## src/rtl/sha256_compress_if.sv

```systemverilog
// Block/digest bus between the message-block builder and the SHA-256 compressor.
// The builder drives the block side; the compressor returns the digest side.
interface sha256_compress_if #(
   parameter int NW = 32,
   parameter int NI = 64
);
   logic [16*NW-1:0] Data;
   logic [NI-1:0]    Index;
   logic             Valid;
   logic             Function;
   logic [8*NW-1:0]  Hash;
   logic [NI-1:0]    Hash_Index;
   logic             Busy;
   logic             Ready;

   modport master (
      output Data, Index, Valid, Function,
      input  Hash, Hash_Index, Busy, Ready
   );

   modport slave (
      input  Data, Index, Valid, Function,
      output Hash, Hash_Index, Busy, Ready
   );
endinterface

```

## src/rtl/sha256_compress.sv

```systemverilog
// SHA-256 compression core: one 512-bit block per handshake, one round per cycle,
// on-the-fly message schedule and a chaining value that persists across blocks.
module sha256_compress #(
   parameter int NW = 32,
   parameter int NR = 64,
   parameter int NI = 64
) (
   input logic             clk,
   input logic             rst,
   sha256_compress_if.slave bus
);

   localparam int TW = $clog2(NR);

   localparam logic [NW-1:0] IV [8] = '{
      32'h6a09e667, 32'hbb67ae85, 32'h3c6ef372, 32'ha54ff53a,
      32'h510e527f, 32'h9b05688c, 32'h1f83d9ab, 32'h5be0cd19
   };

   localparam logic [NW-1:0] K_ROM [64] = '{
      32'h428a2f98, 32'h71374491, 32'hb5c0fbcf, 32'he9b5dba5,
      32'h3956c25b, 32'h59f111f1, 32'h923f82a4, 32'hab1c5ed5,
      32'hd807aa98, 32'h12835b01, 32'h243185be, 32'h550c7dc3,
      32'h72be5d74, 32'h80deb1fe, 32'h9bdc06a7, 32'hc19bf174,
      32'he49b69c1, 32'hefbe4786, 32'h0fc19dc6, 32'h240ca1cc,
      32'h2de92c6f, 32'h4a7484aa, 32'h5cb0a9dc, 32'h76f988da,
      32'h983e5152, 32'ha831c66d, 32'hb00327c8, 32'hbf597fc7,
      32'hc6e00bf3, 32'hd5a79147, 32'h06ca6351, 32'h14292967,
      32'h27b70a85, 32'h2e1b2138, 32'h4d2c6dfc, 32'h53380d13,
      32'h650a7354, 32'h766a0abb, 32'h81c2c92e, 32'h92722c85,
      32'ha2bfe8a1, 32'ha81a664b, 32'hc24b8b70, 32'hc76c51a3,
      32'hd192e819, 32'hd6990624, 32'hf40e3585, 32'h106aa070,
      32'h19a4c116, 32'h1e376c08, 32'h2748774c, 32'h34b0bcb5,
      32'h391c0cb3, 32'h4ed8aa4a, 32'h5b9cca4f, 32'h682e6ff3,
      32'h748f82ee, 32'h78a5636f, 32'h84c87814, 32'h8cc70208,
      32'h90befffa, 32'ha4506ceb, 32'hbef9a3f7, 32'hc67178f2
   };

   typedef enum logic [1:0] {IDLE, LOAD, ROUND, FINAL} state_t;

   function automatic logic [NW-1:0] rotr(input logic [NW-1:0] x, input int n);
      return (x >> n) | (x << (NW - n));
   endfunction

   function automatic logic [NW-1:0] bsig0(input logic [NW-1:0] x);
      return rotr(x, 2) ^ rotr(x, 13) ^ rotr(x, 22);
   endfunction

   function automatic logic [NW-1:0] bsig1(input logic [NW-1:0] x);
      return rotr(x, 6) ^ rotr(x, 11) ^ rotr(x, 25);
   endfunction

   function automatic logic [NW-1:0] ssig0(input logic [NW-1:0] x);
      return rotr(x, 7) ^ rotr(x, 18) ^ (x >> 3);
   endfunction

   function automatic logic [NW-1:0] ssig1(input logic [NW-1:0] x);
      return rotr(x, 17) ^ rotr(x, 19) ^ (x >> 10);
   endfunction

   state_t        state, state_next;
   logic          accept, load_en, round_en, final_en;
   logic [TW-1:0] t;
   logic          last_round;

   logic [NW-1:0] w [16];
   logic [NW-1:0] v [8];
   logic [NW-1:0] h [8];
   logic [NI-1:0] idx_q;
   logic          fn_q;
   logic [NI-1:0] hash_index;
   logic          ready;

   logic [NW-1:0] t1, t2, w_new;

   assign last_round = (t == TW'(NR - 1));

   // NOTE: sequential state uses <= so every register samples the pre-edge
   // values; blocking writes here would make results depend on statement order.
   always_ff @(posedge clk or negedge rst) begin
      if (!rst) state <= IDLE;
      else      state <= state_next;
   end

   // NOTE: every combinational output gets a default before the case so no
   // path leaves it unassigned, which would otherwise infer a latch.
   always_comb begin
      state_next = state;
      unique case (state)
         IDLE:    if (bus.Valid) state_next = LOAD;
         LOAD:    state_next = ROUND;
         ROUND:   if (last_round) state_next = FINAL;
         FINAL:   state_next = IDLE;
         default: state_next = IDLE;
      endcase
   end

   always_comb begin
      accept   = 1'b0;
      load_en  = 1'b0;
      round_en = 1'b0;
      final_en = 1'b0;
      unique case (state)
         IDLE:    accept   = bus.Valid;
         LOAD:    load_en  = 1'b1;
         ROUND:   round_en = 1'b1;
         FINAL:   final_en = 1'b1;
         default: ;
      endcase
   end

   always_comb begin
      t1    = v[7] + bsig1(v[4]) + ((v[4] & v[5]) ^ (~v[4] & v[6])) + K_ROM[t] + w[0];
      t2    = bsig0(v[0]) + ((v[0] & v[1]) ^ (v[0] & v[2]) ^ (v[1] & v[2]));
      w_new = ssig1(w[14]) + w[9] + ssig0(w[1]) + w[0];
   end

   // NOTE: the schedule window and working set are reset like any other
   // register so a block abandoned by reset leaves no residue behind.
   always_ff @(posedge clk or negedge rst) begin
      if (!rst) begin
         for (int i = 0; i < 16; i++) w[i] <= '0;
         for (int i = 0; i < 8; i++) begin
            v[i] <= '0;
            h[i] <= '0;
         end
         t          <= '0;
         idx_q      <= '0;
         fn_q       <= 1'b0;
         hash_index <= '0;
         ready      <= 1'b0;
      end else begin
         ready <= final_en;

         if (accept) begin
            for (int i = 0; i < 16; i++) w[i] <= bus.Data[i*NW +: NW];
            idx_q <= bus.Index;
            fn_q  <= bus.Function;
         end

         if (load_en) begin
            t <= '0;
            for (int i = 0; i < 8; i++) begin
               if (!fn_q) begin
                  h[i] <= IV[i];
                  v[i] <= IV[i];
               end else begin
                  v[i] <= h[i];
               end
            end
         end

         if (round_en) begin
            v[0] <= t1 + t2;
            v[1] <= v[0];
            v[2] <= v[1];
            v[3] <= v[2];
            v[4] <= v[3] + t1;
            v[5] <= v[4];
            v[6] <= v[5];
            v[7] <= v[6];
            for (int i = 0; i < 15; i++) w[i] <= w[i+1];
            w[15] <= w_new;
            // Hold at the last index rather than wrapping; LOAD rewinds it.
            if (!last_round) t <= t + TW'(1);
         end

         if (final_en) begin
            for (int i = 0; i < 8; i++) h[i] <= h[i] + v[i];
            hash_index <= idx_q;
         end
      end
   end

   always_comb begin
      bus.Hash = '0;
      for (int i = 0; i < 8; i++) bus.Hash[(7-i)*NW +: NW] = h[i];
   end

   assign bus.Hash_Index = hash_index;
   assign bus.Ready      = ready;
   assign bus.Busy       = (state != IDLE);

endmodule
```

## src/flat_wrapper.sv

```systemverilog
// flat-port wrapper written by rule: the top's interface ports become plain ports
module sha256_compress_flat 
#(
   parameter int NW = 32,
   parameter int NR = 64,
   parameter int NI = 64
)
  (clk, rst, bus_Data, bus_Index, bus_Valid, bus_Function, bus_Hash, bus_Hash_Index, bus_Busy, bus_Ready);
  sha256_compress_if #(.NW(NW), .NI(NI)) bus_i ();
  input logic clk;
  input logic rst;
  input wire logic [$bits(bus_i.Data)-1:0] bus_Data;
  input wire logic [$bits(bus_i.Index)-1:0] bus_Index;
  input wire logic [$bits(bus_i.Valid)-1:0] bus_Valid;
  input wire logic [$bits(bus_i.Function)-1:0] bus_Function;
  output wire logic [$bits(bus_i.Hash)-1:0] bus_Hash;
  output wire logic [$bits(bus_i.Hash_Index)-1:0] bus_Hash_Index;
  output wire logic [$bits(bus_i.Busy)-1:0] bus_Busy;
  output wire logic [$bits(bus_i.Ready)-1:0] bus_Ready;
  assign bus_i.Data = bus_Data;
  assign bus_i.Index = bus_Index;
  assign bus_i.Valid = bus_Valid;
  assign bus_i.Function = bus_Function;
  assign bus_Hash = bus_i.Hash;
  assign bus_Hash_Index = bus_i.Hash_Index;
  assign bus_Busy = bus_i.Busy;
  assign bus_Ready = bus_i.Ready;
  sha256_compress #(.NW(NW), .NR(NR), .NI(NI)) u_core (.clk(clk), .rst(rst), .bus(bus_i));
endmodule
```

## config.mk

```make
export PLATFORM = sky130hd
export DESIGN_NAME = sha256_compress_flat
export DESIGN_NICKNAME = d
export VERILOG_FILES = /design/src/rtl/sha256_compress_if.sv /design/src/rtl/sha256_compress.sv /design/src/flat_wrapper.sv
export SDC_FILE = /design/constraint.sdc
export NUM_CORES = 2
export LEC_CHECK = 0
export CAP_MARGIN = 0
export CORE_ASPECT_RATIO = 1.4
export CORE_MARGIN = 2
export CORE_UTILIZATION = 31
export DETAILED_ROUTE_END_ITERATION = 8
export GPL_TIMING_DRIVEN = 1
export REMOVE_ABC_BUFFERS = 1
export SYNTH_ARGS = -nofsm -noshare
export SYNTH_HDL_FRONTEND = slang
export SYNTH_SLANG_ARGS = --single-unit
```

## constraint.sdc

```tcl
create_clock -name clk -period 19.5 [get_ports clk]
set_input_delay 1.95 -clock clk [delete_from_list [all_inputs] [get_ports clk]]
set_output_delay 1.95 -clock clk [all_outputs]
set_load 0.05 [all_outputs]
```

==> results.toml <==
[die]
die_area_sq_um = 254900
placement_rows = 217
fp.dieW_um = 427.2
core_area_sq_um = 249500
initial_utilization = 0.3116
fp.dieH_um = 596.5
io_pins = 902

[place]
dp_worst_setup_slack_ps = 9036
hpwl_um = 255200
io_buffers = 901
gp_congestion = 0.9508

[final_layout]
area_delta_synth_final_pct = 21.68
n_fill_cell = 25090
nets = 10240
drive_gt1_frac = 0.07135

[synthesis]
synth_area_sq_um = 77740
avgSynthCellArea_sq_um = 9.193
synth_flop_cell = "dfrtp_1"
synth_cell_types = 93
synth-async-reset-ratio = 1.000
synth-edff-count = 0
seq_area_frac_synth = 0.3740
synth_cells = 8457
yosysWarnings = 0
synth-seq-cells = 1162

[clock_tree]
root_buffer = "clkbuf_16"
clock_sinks = 1162
cts_tree = "yes"
cts_setup_buffers = 0
path_clk_slew_ps = 60
numCtsBuffers = 145
htree_levels = 4
clk_latency_ps = 840
ctsHoldBuffers = 0
cts_max_path_buffers = 4
cts_resized = 0

[global_route]
grt-busiest-layer = "met2"
grt_max_degree = 295
antenna_found_initial = 61
grt_pass1_wl_um = 477100
grtUsageMet2 = 0.4392
globalRouteMet1Util = 0.2916
grt_usage = 0.2534
grt_pass1_vias = 67840
overflow = 0
gr-usage-met3 = 0.05099

[detailed_routing]
drt_iter0_markers = 5670
wl_per_cell_um = 26.58
drt_drc_violations_left = 0
vias = 67890
wl_um = 331600
ant_nets = 0
dr.pass1.iters = 6
vias_per_cell = 5.442

[worst_setup_path]
critPathMaxFanout = 18
crit_top_cell = "fa_1"
regToRegSetupSlack_ps = 8830
r2r_start = "u_core.t[0]$_DFF_PN0_"
r2r_cells = 34
timing_worst_setup_path_type = "flip-flop to flip-flop"
worstSetupEndpointType = "flip-flop"
crit_required_ps = 20170
arrival_ps = 11340
reg2reg_to = "u_core.v[253]$_DFFE_PN0P_"
crit_slowest_cell = "dfrtp_1"
slowest_delay_ps = 790
start_kind = "flip-flop"

[sta]
fmax_mhz = 93.74
finalSetupViolations = 0
finClkSkew_ps = 77.91
maxSlewHeadroom = 0.2089
report.final.slew_viol_count = 0
hold_violations = 0
setup_ws_ps = 8832
worst-slew-pin-transition_ps = 1187
rsz0062_at_grt = "no"
fin_crit_sh = 0.5471
tns_ps = 0
final.min_clock_period_ps = 10670

[job]
max_cap_violations = 0

[hold_path]
worstHoldStart = "u_core.w[285]$_DFFE_PN0P_"
hold_class = "flip-flop to flip-flop"
hold_path_end = "u_core.w[317]$_DFFE_PN0P_"
holdPathStages = 2

[power_and_ir_drop]
finalPower_mw = 5.364
powerDensity_nw_per_um2 = 56.70
ir_drop_mv = 0.06784
power.leakage_nw = 46.22

[run_status]
status = "finished, final reports clean"
==> worst max-delay path: cells and delay by family, from the launching register on <==
kind	cells	cell delay, ps
adder cells (fa/ha/maj)	8	3460
XOR/XNOR	1	210
buffers and inverters	4	810
AND/OR/NAND/NOR	8	1780
AO/OA/AOI/OAI	13	3420
flip-flops	1	790
==> layout by cell type (no fill, tap or decap), drive strengths merged, types with 38 or more instances in the layout <==
| cell type | count |
|---|---|
| nor2b | 49 |
| a21o | 168 |
| xor2 | 176 |
| nor3 | 134 |
| clkdlybuf4s50 | 900 |
| xnor2 | 382 |
| nor2 | 498 |
| mux2 | 257 |
| o21a | 58 |
| clkinv | 38 |
| fa | 195 |
| dfrtp | 1162 |
| nand2 | 985 |
| a211oi | 60 |
| or3 | 38 |
| and3 | 130 |
| nand3 | 95 |
| inv | 282 |
| o21ai | 1009 |
| mux2i | 543 |
| clkbuf | 194 |
| nand2b | 70 |
| o31ai | 39 |
| ha | 396 |
| a21oi | 684 |
| a31oi | 48 |
| buf | 124 |
==> synth_stat cells, drive strengths merged, types with 48 or more instances <==
master | count | area [sq um]
nor2b | 49 | 306.5
dfrtp | 1162 | 29080
ha | 396 | 4955
clkbuf | 495 | 1858
o21a | 58 | 435.4
nand2 | 985 | 3697
a31oi | 48 | 306.5
fa | 195 | 3904
mux2 | 257 | 2894
o21ai | 1009 | 5050
xor2 | 176 | 1541
a21oi | 684 | 3427
nor2 | 498 | 1869
nand2b | 70 | 437.9
buf | 69 | 260.2
mux2i | 543 | 5435
a211oi | 60 | 455.4
inv | 277 | 1040
a21o | 168 | 1262
nor3 | 134 | 670.6
xnor2 | 382 | 3346
nand3 | 95 | 475.5
and3 | 130 | 813.3
==> flip-flops by register name (all words and copies together), names as in the netlist <==
register	flops
u_core.bus.Hash	256
u_core.bus.Hash_Index	64
u_core.bus.Ready	1
u_core.fn_q	1
u_core.idx_q	64
u_core.state	2
u_core.t	6
u_core.v	256
u_core.w	512
==> per-layer routing <==
metal | routed length [um] | vias to the layer above
met1 | 126100 | 33830
met2 | 163900 | 2419
li1 | - | 30900
met4 | 20310 | 54
met5 | 356 | -
met3 | 20870 | 679
==> power breakdown <==
part	internal, mW	total [mW]	switching (mW)	leakage, nW
Combinational	0.106	0.183	0.0768	29.5
Clock	1.60	2.77	1.17	2.31
Sequential	2.41	2.41	0	14.4
Total	4.12	5.36	1.25	46.2
==> cell type report <==
type | instances | area (sq um) | area share
inverter | 282 | 1067 | 0.01128
sequential | 1162 | 29090 | 0.3075
clock buffer | 194 | 4064 | 0.04296
timing repair buffer | 1024 | 10030 | 0.1060
antenna | 23 | 57.56 | 0.0006084
clock inverter | 55 | 634.4 | 0.006706
multi-input combinational | 6449 | 45550 | 0.4815
tap | 3285 | 4110 | 0.04345
==> how the worst max path moves through the flow <==
stage                                startpoint                        end  slack (ps)  cells after the start
floorplan           u_core.state[0]$_DFFE_PN0P_   u_core.w[17]$_DFFE_PN0P_      -16070                      6
global placement          u_core.t[0]$_DFF_PN0_  u_core.v[253]$_DFFE_PN0P_        9120                     33
detailed placement        u_core.t[0]$_DFF_PN0_  u_core.v[253]$_DFFE_PN0P_        9040                     33
CTS                       u_core.t[0]$_DFF_PN0_  u_core.v[253]$_DFFE_PN0P_        8970                     33
global route              u_core.t[0]$_DFF_PN0_  u_core.v[253]$_DFFE_PN0P_        8310                     34
finish                    u_core.t[0]$_DFF_PN0_  u_core.v[253]$_DFFE_PN0P_        8830                     34
==> stage by stage <==
stage / cells / area, sq um / utilization / hold slack, ps
6_report: 12470 / 94600 / 0.3791 / 440.1
5_1_grt: 12460 / 94570 / 0.3790 / 466.4
4_1_cts: 12450 / 94540 / 0.3789 / 436.1
3_5_place_dp: 12200 / 89840 / 0.3601 / 469.2
3_3_place_gp: 12200 / 89840 / 0.3601 / 461.9
2_1_floorplan: 7893 / 75630 / - / 447.6
==> cell families after synthesis <==
group / Yosys count / synth area share
simple gates: 2090 / 0.1175
fa+ha+maj: 617 / 0.1173
compound gates: 2378 / 0.1785
flops: 1162 / 0.3740
mux: 805 / 0.1086
xor+xnor: 559 / 0.06315
buf+inv: 846 / 0.04088
No activity file was read; power rests on OpenSTA's default activity.
